$ cat src/rtl/reset_pkg.sv
// -----------------------------------------------------------------------------
// reset_pkg
// Shared definitions for the reset sequencer:
//   - state_t       : 2-bit encoded sequencer state
//   - clog2_w()     : ceiling log2, usable in localparam width expressions
//   - DEASSERT_VAL  : level an active-low reset takes when released
// -----------------------------------------------------------------------------
package reset_pkg;

    typedef enum logic [1:0] {
        ASSERT  = 2'd0,
        STRETCH = 2'd1,
        RELEASE = 2'd2,
        DONE    = 2'd3
    } state_t;

    localparam logic DEASSERT_VAL = 1'b1;

    // Smallest w such that 2**w >= value; returns 0 for value <= 1.
    function automatic int clog2_w(input int value);
        int w;
        w = 0;
        while ((1 << w) < value) begin
            w = w + 1;
        end
        return w;
    endfunction

endpackage

$ cat src/rtl/reset_sequencer_if.sv
// -----------------------------------------------------------------------------
// reset_sequencer_if
// Groups the software reset request and the channel reset outputs.
//   SW_RST   : synchronous active-high software reset request
//   SYNC_RST : active-low channel resets, bit 0 released first
//   RST_DONE : high once every channel is released
// Modports: master (request side, observes resets), slave (the sequencer).
// -----------------------------------------------------------------------------
interface reset_sequencer_if #(
    parameter int NUM_CH = 3
) ();

    logic              SW_RST;
    logic [NUM_CH-1:0] SYNC_RST;
    logic              RST_DONE;

    modport master (
        output SW_RST,
        input  SYNC_RST,
        input  RST_DONE
    );

    modport slave (
        input  SW_RST,
        output SYNC_RST,
        output RST_DONE
    );

endinterface

$ cat src/rtl/reset_sync_chain.sv
// -----------------------------------------------------------------------------
// reset_sync_chain
// Asynchronous-assert / synchronous-deassert chain. A constant release level
// is shifted through NUM_STAGES flops; all flops clear the moment rst_ni falls.
//   clk_i    : system clock
//   rst_ni   : asynchronous active-low reset
//   rst_ok_o : last stage, high NUM_STAGES edges after rst_ni returns high
// -----------------------------------------------------------------------------
module reset_sync_chain
    import reset_pkg::*;
#(
    parameter int NUM_STAGES = 2
) (
    input  logic clk_i,
    input  logic rst_ni,
    output logic rst_ok_o
);

    logic [NUM_STAGES-1:0] stage_q;

    // Shift the release level toward the output stage; clear asynchronously.
    always_ff @(posedge clk_i or negedge rst_ni) begin
        if (!rst_ni) begin
            stage_q <= '0;
        end else begin
            stage_q <= {stage_q[NUM_STAGES-2:0], DEASSERT_VAL};
        end
    end

    assign rst_ok_o = stage_q[NUM_STAGES-1];

endmodule

$ cat src/rtl/reset_sequencer.sv
// -----------------------------------------------------------------------------
// reset_sequencer
// Multi-channel reset controller. All channel resets assert asynchronously
// with RST, stay asserted for MIN_ASSERT cycles after the release condition,
// then release one channel every GAP cycles in index order. SW_RST re-runs
// the whole sequence synchronously.
//   CLK : system clock
//   RST : asynchronous active-low reset
//   bus : reset_sequencer_if slave (SW_RST in, SYNC_RST / RST_DONE out)
// -----------------------------------------------------------------------------
module reset_sequencer
    import reset_pkg::*;
#(
    parameter int NUM_STAGES = 2,
    parameter int NUM_CH     = 3,
    parameter int MIN_ASSERT = 4,
    parameter int GAP        = 2
) (
    input  logic         CLK,
    input  logic         RST,
    reset_sequencer_if.slave bus
);

    localparam int CNT_MAX = (MIN_ASSERT > GAP) ? MIN_ASSERT : GAP;
    localparam int CNT_W   = clog2_w(CNT_MAX + 1);
    localparam int IDX_W   = clog2_w(NUM_CH) + 1;

    localparam logic [CNT_W-1:0] STRETCH_LAST = CNT_W'(MIN_ASSERT - 1);
    localparam logic [CNT_W-1:0] GAP_LAST     = CNT_W'(GAP - 1);
    localparam logic [IDX_W-1:0] LAST_CH      = IDX_W'(NUM_CH - 1);

    logic              rst_ok_s;
    logic              release_s;
    logic [NUM_CH-1:0] chan_shift_s;

    state_t            state_q, state_d;
    logic [CNT_W-1:0]  cnt_q, cnt_d;
    logic [IDX_W-1:0]  idx_q, idx_d;
    logic [NUM_CH-1:0] sync_rst_q, sync_rst_d;
    logic              rst_done_q, rst_done_d;
    logic              sw_path_q, sw_path_d;

    reset_sync_chain #(
        .NUM_STAGES (NUM_STAGES)
    ) u_sync (
        .clk_i    (CLK),
        .rst_ni   (RST),
        .rst_ok_o (rst_ok_s)
    );

    assign release_s = rst_ok_s & ~bus.SW_RST;

    // Channel vector with the next channel released; shifting a release level
    // in from bit 0 keeps the release order monotonic by construction.
    always_comb begin
        chan_shift_s    = sync_rst_q;
        chan_shift_s[0] = DEASSERT_VAL;
        for (int i = 1; i < NUM_CH; i++) begin
            chan_shift_s[i] = sync_rst_q[i-1];
        end
    end

    // Next-state, counter, channel and done logic; SW_RST overrides last.
    always_comb begin
        state_d    = state_q;
        cnt_d      = cnt_q;
        idx_d      = idx_q;
        sync_rst_d = sync_rst_q;
        rst_done_d = 1'b0;
        sw_path_d  = sw_path_q;

        case (state_q)
            ASSERT: begin
                sync_rst_d = '0;
                if (release_s) begin
                    // After a hardware reset the cycle in which rst_ok first
                    // reads high already counts toward the stretch; after a
                    // software request the full stretch starts at the first
                    // edge that samples the request low.
                    if (!sw_path_q && (MIN_ASSERT == 1)) begin
                        sync_rst_d = chan_shift_s;
                        cnt_d      = '0;
                        idx_d      = IDX_W'(1);
                        state_d    = (NUM_CH == 1) ? DONE : RELEASE;
                    end else begin
                        cnt_d   = sw_path_q ? CNT_W'(0) : CNT_W'(1);
                        idx_d   = '0;
                        state_d = STRETCH;
                    end
                end else begin
                    cnt_d   = '0;
                    state_d = ASSERT;
                end
            end

            STRETCH: begin
                if (cnt_q == STRETCH_LAST) begin
                    sync_rst_d = chan_shift_s;
                    cnt_d      = '0;
                    idx_d      = IDX_W'(1);
                    state_d    = (NUM_CH == 1) ? DONE : RELEASE;
                end else begin
                    cnt_d = cnt_q + CNT_W'(1);
                end
            end

            RELEASE: begin
                if (cnt_q == GAP_LAST) begin
                    sync_rst_d = chan_shift_s;
                    cnt_d      = '0;
                    if (idx_q == LAST_CH) begin
                        state_d = DONE;
                    end else begin
                        idx_d = idx_q + IDX_W'(1);
                    end
                end else begin
                    cnt_d = cnt_q + CNT_W'(1);
                end
            end

            DONE: begin
                rst_done_d = 1'b1;
            end

            default: begin
                state_d    = ASSERT;
                sync_rst_d = '0;
                cnt_d      = '0;
                idx_d      = '0;
            end
        endcase

        // A software request wins over any release scheduled on this edge.
        if (bus.SW_RST) begin
            state_d    = ASSERT;
            sync_rst_d = '0;
            rst_done_d = 1'b0;
            cnt_d      = '0;
            idx_d      = '0;
            sw_path_d  = 1'b1;
        end else begin
            sw_path_d = sw_path_q;
        end
    end

    // State, counters and registered outputs; everything clears on RST low.
    always_ff @(posedge CLK or negedge RST) begin
        if (!RST) begin
            state_q    <= ASSERT;
            cnt_q      <= '0;
            idx_q      <= '0;
            sync_rst_q <= '0;
            rst_done_q <= 1'b0;
            sw_path_q  <= 1'b0;
        end else begin
            state_q    <= state_d;
            cnt_q      <= cnt_d;
            idx_q      <= idx_d;
            sync_rst_q <= sync_rst_d;
            rst_done_q <= rst_done_d;
            sw_path_q  <= sw_path_d;
        end
    end

    assign bus.SYNC_RST = sync_rst_q;
    assign bus.RST_DONE = rst_done_q;

endmodule

$ cat src/flat_wrapper.sv
// flat-port wrapper written by rule: the top's interface ports become plain ports
module reset_sequencer_flat import reset_pkg::*;
#(
    parameter int NUM_STAGES = 2,
    parameter int NUM_CH     = 3,
    parameter int MIN_ASSERT = 4,
    parameter int GAP        = 2
)
  (CLK, RST, bus_SW_RST, bus_SYNC_RST, bus_RST_DONE);
  reset_sequencer_if #(.NUM_CH(NUM_CH)) bus_i ();
  input  logic CLK;
  input  logic RST;
  input wire logic [$bits(bus_i.SW_RST)-1:0] bus_SW_RST;
  output wire logic [$bits(bus_i.SYNC_RST)-1:0] bus_SYNC_RST;
  output wire logic [$bits(bus_i.RST_DONE)-1:0] bus_RST_DONE;
  assign bus_i.SW_RST = bus_SW_RST;
  assign bus_SYNC_RST = bus_i.SYNC_RST;
  assign bus_RST_DONE = bus_i.RST_DONE;
  reset_sequencer #(.NUM_STAGES(NUM_STAGES), .NUM_CH(NUM_CH), .MIN_ASSERT(MIN_ASSERT), .GAP(GAP)) u_core (.CLK(CLK), .RST(RST), .bus(bus_i));
endmodule
$ cat config.mk
export PLATFORM = sky130hd
export DESIGN_NAME = reset_sequencer_flat
export DESIGN_NICKNAME = d
export VERILOG_FILES = /design/src/rtl/reset_pkg.sv /design/src/rtl/reset_sequencer_if.sv /design/src/rtl/reset_sync_chain.sv /design/src/rtl/reset_sequencer.sv /design/src/flat_wrapper.sv
export SDC_FILE = /design/constraint.sdc
export NUM_CORES = 1
export LEC_CHECK = 0
export CORE_MARGIN = 10
export CORE_UTILIZATION = 50
export CTS_BUF_LIST = sky130_fd_sc_hd__clkbuf_8
export DETAILED_ROUTE_END_ITERATION = 8
export HOLD_SLACK_MARGIN = 0.03
export PLACE_DENSITY = 0.73
export SYNTH_ARGS = -nofsm -noshare
export SYNTH_HDL_FRONTEND = slang
export SYNTH_HIERARCHICAL = 1
export SYNTH_SLANG_ARGS = --single-unit
$ cat constraint.sdc
create_clock -name CLK -period 1.95 [get_ports CLK]
set_clock_uncertainty 0.1 [all_clocks]
set_input_delay 0.4875 -clock CLK [delete_from_list [all_inputs] [get_ports CLK]]
set_output_delay 0.4875 -clock CLK [all_outputs]
set_load 0.03 [all_outputs]
; ---- Word-level counts from Yosys, hierarchy flattened
; Index checks and enable logic that the tools add are counted.
[op_classes]
n_reduce_logical = 5
n_bitwise = 2
eq_ne = 11
n_mux = 24
n_addsub = 2
[ops]
columns = op, n
row1 = two-way mux 3 bit, 12
row2 = one-hot mux 3 bit (3 select lines), 3
row3 = "!= test 3 x 2 -> 1 bit, second input constant", 4
row4 = two-way mux 2 bit, 4
row5 = "adder 3 x 1 -> 3 bit, second input constant", 2
row6 = "== test 3 x 2 -> 1 bit, second input constant", 2
row7 = one-hot mux 2 bit (3 select lines), 1
row8 = AND reduction 5 bit, 1
row9 = "== test 2 bit, second input constant", 2
row10 = two-way mux 1 bit, 4
row11 = AND reduction 4 bit, 1
row12 = nonzero test 4 bit, 1
row13 = "== test 3 x 1 -> 1 bit, second input constant", 1
row14 = "!= test 3 bit, second input constant", 1
row15 = AND reduction 3 bit, 1
row16 = "== test 2 x 1 -> 1 bit, second input constant", 1
row17 = zero test 2 bit, 1
row18 = AND 1 bit, 1
row19 = inverter 1 bit, 1
[word_totals]
elab_cells = 51
in_bits = 3
reg_bits = 15
out_inout_bits = 4

; ---- Depth between registers and ports, before layout
[depth]
word_depth = 5
ltp_mapped = 7
mapped_depth_nobuf = 7

; ---- Hierarchy
; Netlist, hierarchy kept.
[modules_own_cells]
columns = mod, seq_area_each_um2, instances, cells_per_inst, area_each_um2
row1 = reset_sequencer, 325.3, 1, 85, 808.3
row2 = reset_sync_chain, 50.0, 1, 3, 53.8

; ---- Worst setup path before layout
; OpenSTA, ideal clock, no wires.
[synth_path]
kind = register to register
startpoint = register u_core.state_q[0]
endpoint = register u_core.idx_q[2]
arrival_ns = 1.629
setup_slack_ns = 0.143
stages_incl_launch_ff = 7
required_ns = 1.772
path_buffers = 1
setup_time_ns = 0.078
synth_period_minus_slack_ns = 1.807
cell_sequence = dfrtp_1 > inv_1 > ha_1 > clkbuf_1 > nand2_1 > or4_1 > a21oi_1
[synth_between]
elab_chain_cells = 3
elab_cells_between_ends = 11
cone_classes = eq/ne (6) / mux (2) / reduce/logical (3)
[synth_lines]
columns = item, line
row1 = "start, declared", reset_sequencer.sv:36  ; state_t state_q, state_d;
row2 = "start signal, assigned", reset_sequencer.sv:156  ; state_q <= state_d;
row3 = == test 2 bit (tied with other cells), reset_sequencer.sv:72  ; case (state_q)
row4 = != test 3 bit (no source line) (tied with other cells), --
row5 = AND reduction 5 bit (no source line) or two-way mux 3 bit (tied branches), --
row6 = "end signal, assigned", reset_sequencer.sv:158  ; idx_q <= idx_d;
row7 = "end, declared", reset_sequencer.sv:38  ; logic [IDX_W-1:0] idx_q, idx_d;
; Several ways; a longest one is shown, not always the timed one.
; A chain may end at the register's enable or synchronous reset.

; ---- Worst setup path in the final report
[layout_path]
startpoint = register u_core.sync_rst_q[1], in the netlist u_core/bus.SYNC_RST[1]
endpoint = output port bus_SYNC_RST[1]
[layout_lines]
columns = item, line
row1 = "start, declared", reset_sequencer.sv:39  ; logic [NUM_CH-1:0] sync_rst_q, sync_rst_d;
row2 = "start signal, assigned", reset_sequencer.sv:159  ; sync_rst_q <= sync_rst_d;
row3 = "end, declared", flat_wrapper.sv:14  ; output wire logic [$bits(bus_i.SYNC_RST)-1:0] bus_SYNC_RST;
; No word-level cell between the ends.

==> impl_metrics.env <==
export IMPL_critPathTopFamily="buffers and inverters"
export IMPL_hold_buffers=0
export IMPL_vias=700
export IMPL_fill_cells=120
export IMPL_worst_r2r_cell_count=6
export IMPL_drive_gt1_frac=0.206
export IMPL_slowest_stage="clkdlybuf4s50_1"
export IMPL_synth_top_cell_by_area="dfrtp_1"
export IMPL_yosysWarnings=6
export IMPL_ir_drop_mv=0.717
export IMPL_slew_viol_final=0
export IMPL_holdPathStages=0
export IMPL_min_from="u_core/u_sync/stage_q[0]$_DFF_PN0_"
export IMPL_path_buf_inv=1
export IMPL_cp_required_ps=1360
export IMPL_clk_latency_ps=250
export IMPL_grt_pass1_wl_mm=3.05
export IMPL_diodes=0
export IMPL_die_x_um=61.5
export IMPL_wirelength_mm=1.76
export IMPL_nNetsFinal=116
export IMPL_finalCriticalPeriod_ps=1900
export IMPL_worstSetupEndpointType="primary output"
export IMPL_cp_cell_sequence="clkdlybuf4s50_1"
export IMPL_critical_path_class="register to primary output"
export IMPL_critical_path_startpoint_type="register"
export IMPL_total_power_uw=1340
export IMPL_path_clk_slew_ps=60
export IMPL_grt_pass1_vias=684
export IMPL_wl_per_cell_um=14.9
export IMPL_fp_dieH_um=61.5
export IMPL_synth_area_leaders="dfrtp_1 44%, ha_1 15%, a21oi_1 5.2%, inv_1 4.4%, nand2_1 3.0%"
export IMPL_h_tree_depth=1
export IMPL_synthCells=88
export IMPL_gp_congestion=0.841
export IMPL_cp_depth=1
export IMPL_finalCritPeriodShare=0.972
export IMPL_syn_avg_cell_area_um2=9.80
export IMPL_r2r_start="u_core/state_q[0]$_DFFE_PN0P_"
export IMPL_area_growth_pct=21.2
export IMPL_hold_viol_final=0
export IMPL_startpoint="u_core/bus.SYNC_RST[1]$_DFFE_PN0P_"
export IMPL_syn_area_um2=862
export IMPL_rows=14
export IMPL_status="complete, no violations"
export IMPL_stdcell_area_um2=1040
export IMPL_start_util=0.547
export IMPL_fmax_mhz=528
export IMPL_crit_fanout=3
export IMPL_drc=0
export IMPL_core_um2=1580
export IMPL_grt_start_max_net_pins=16
export IMPL_ys_ff_latch=15
export IMPL_p_leak_uw=0.000460
export IMPL_setup_viol=0
export IMPL_drt_iter0_markers=23
export IMPL_grt_total_usage=0.105
export IMPL_max_stage_delay_ps=690
export IMPL_vias_per_cell=5.93
export IMPL_pin_count=7
export IMPL_yosysUniqueCellTypes=28
export IMPL_dpl_cell_count=113
export IMPL_dieArea_um2=3780
export IMPL_port_buffers=6
export IMPL_root_buffer="clkbuf_8"
export IMPL_yosysSeqAreaShare=0.435
export IMPL_dp_hpwl_mm=1.32
export IMPL_cts_tree="built"
export IMPL_yosysTopAreaCellShare=0.435
export IMPL_cts_sinks=15
export IMPL_dr_pass1_iters=4
export IMPL_hold_path_class="register to register"
export IMPL_arrival_ps=1310
export IMPL_synthesis_nets=101
export IMPL_cts_buffer_depth=2
export IMPL_cts_inserted_buffers=3
export IMPL_postPlaceCellArea_um2=972
export IMPL_overflow=0
export IMPL_antenna_found_initial=0
export IMPL_p_per_area_nw_per_um2=1280
export IMPL_rsz0062_at_grt="no"
export IMPL_drtAntennaViolNets=0
export IMPL_drv_cap=0
export IMPL_fin_cells=118
## placed cells by master (no fill, tap or decap), drive strengths merged, types with 2 or more instances in the layout
| cell type | instances |
|---|---|
| clkdlybuf4s50 | 6 |
| nand2b | 2 |
| clkbuf | 3 |
| or4 | 2 |
| buf | 6 |
| ha | 10 |
| a21oi | 9 |
| nand3 | 3 |
| inv | 10 |
| nand2 | 7 |
| dfrtp | 15 |
| o31ai | 3 |
| o21ai | 3 |
| nor2 | 5 |
| or2b | 2 |
## metrics by stage
stage          hold WS (ps)  utilization  setup TNS [ps]  setup slack, ps
6_report                252        0.663               0             54.6
5_1_grt                 267        0.663               0             1.17
3_3_place_gp            240        0.617               0             22.5
3_5_place_dp            241        0.617           -21.2            -21.2
2_1_floorplan          91.9            -               0              143
4_1_cts                 255        0.650               0             9.17
## worst paths after layout
path                                                      end  slack, ps
setup / recovery                              bus_SYNC_RST[1]         50
hold / removal             u_core/u_sync/stage_q[1]$_DFF_PN0_        250
setup reg to reg                  u_core/idx_q[1]$_DFFE_PN0P_         70
hold reg to reg            u_core/u_sync/stage_q[1]$_DFF_PN0_        250
max in group asynchronous         u_core/idx_q[1]$_DFFE_PN0P_       1120
min in group asynchronous       u_core/bus.RST_DONE$_DFF_PN0_        450
## routing by layer
layer | track usage | vias to the layer above | routed length [µm]
li1 | - | 333 | -
met1 | 0.125 | 335 | 751
met2 | 0.165 | 30 | 808
met3 | 0.0432 | 2 | 184
met4 | 0.0382 | 0 | 19
met5 | 0 | - | 0
## registers in the layout, summed over array words and instances (netlist names)
register / flops
u_core/cnt_q: 3
u_core/idx_q: 3
u_core/sw_path_q: 1
u_core/bus.SYNC_RST: 3
u_core/state_q: 2
u_core/bus.RST_DONE: 1
u_core/u_sync/stage_q: 2
## logic make-up after synthesis
family,Yosys count,synth area share
AO/OA/AOI/OAI,22,0.179
adder cells (fa/ha/maj),10,0.145
buffers and inverters,12,0.0523
flip-flops,15,0.435
other,1,0.00435
AND/OR/NAND/NOR,28,0.184
## where the power goes
part           internal (µW)  switching [µW]  leakage (µW)
logic                    290             414      0.000237
registers                351            32.6      0.000197
clock network            142             112     0.0000255
## cell type report
class                   count  area (µm²)  area share
clock buffers               3        41.3      0.0395
clock inverters             1        5.00     0.00479
multi-input cells          61         460       0.441
flip-flops and latches     15         375       0.359
well taps                  16        20.0      0.0192
repair buffers             12         105       0.101
inverters                  10        37.5      0.0359
## cells in the mapped netlist
cell	count
nand2_1	7
o21ai_0	3
and2b_2	1
conb_1	1
a221oi_1	1
nor2_1	5
o211a_1	1
nor3_1	1
nand4b_1	1
a22oi_1	1
nor2b_1	1
or2b_1	2
o211ai_4	1
clkbuf_1	2
nand2b_1	2
or4_1	2
inv_1	10
ha_1	10
o22ai_1	1
a32oi_1	1
a311oi_1	1
a21oi_1	9
dfrtp_1	15
or4b_1	1
o31ai_1	3
or3_4	1
nand3_1	3
or2_2	1
## what timing repair did
action	CTS	global route
setup buffers	0	1
gates resized for setup	2	5
cloned	0	0
endpoints found under the setup margin	2	4
Power figures use the tool's default switching activity.
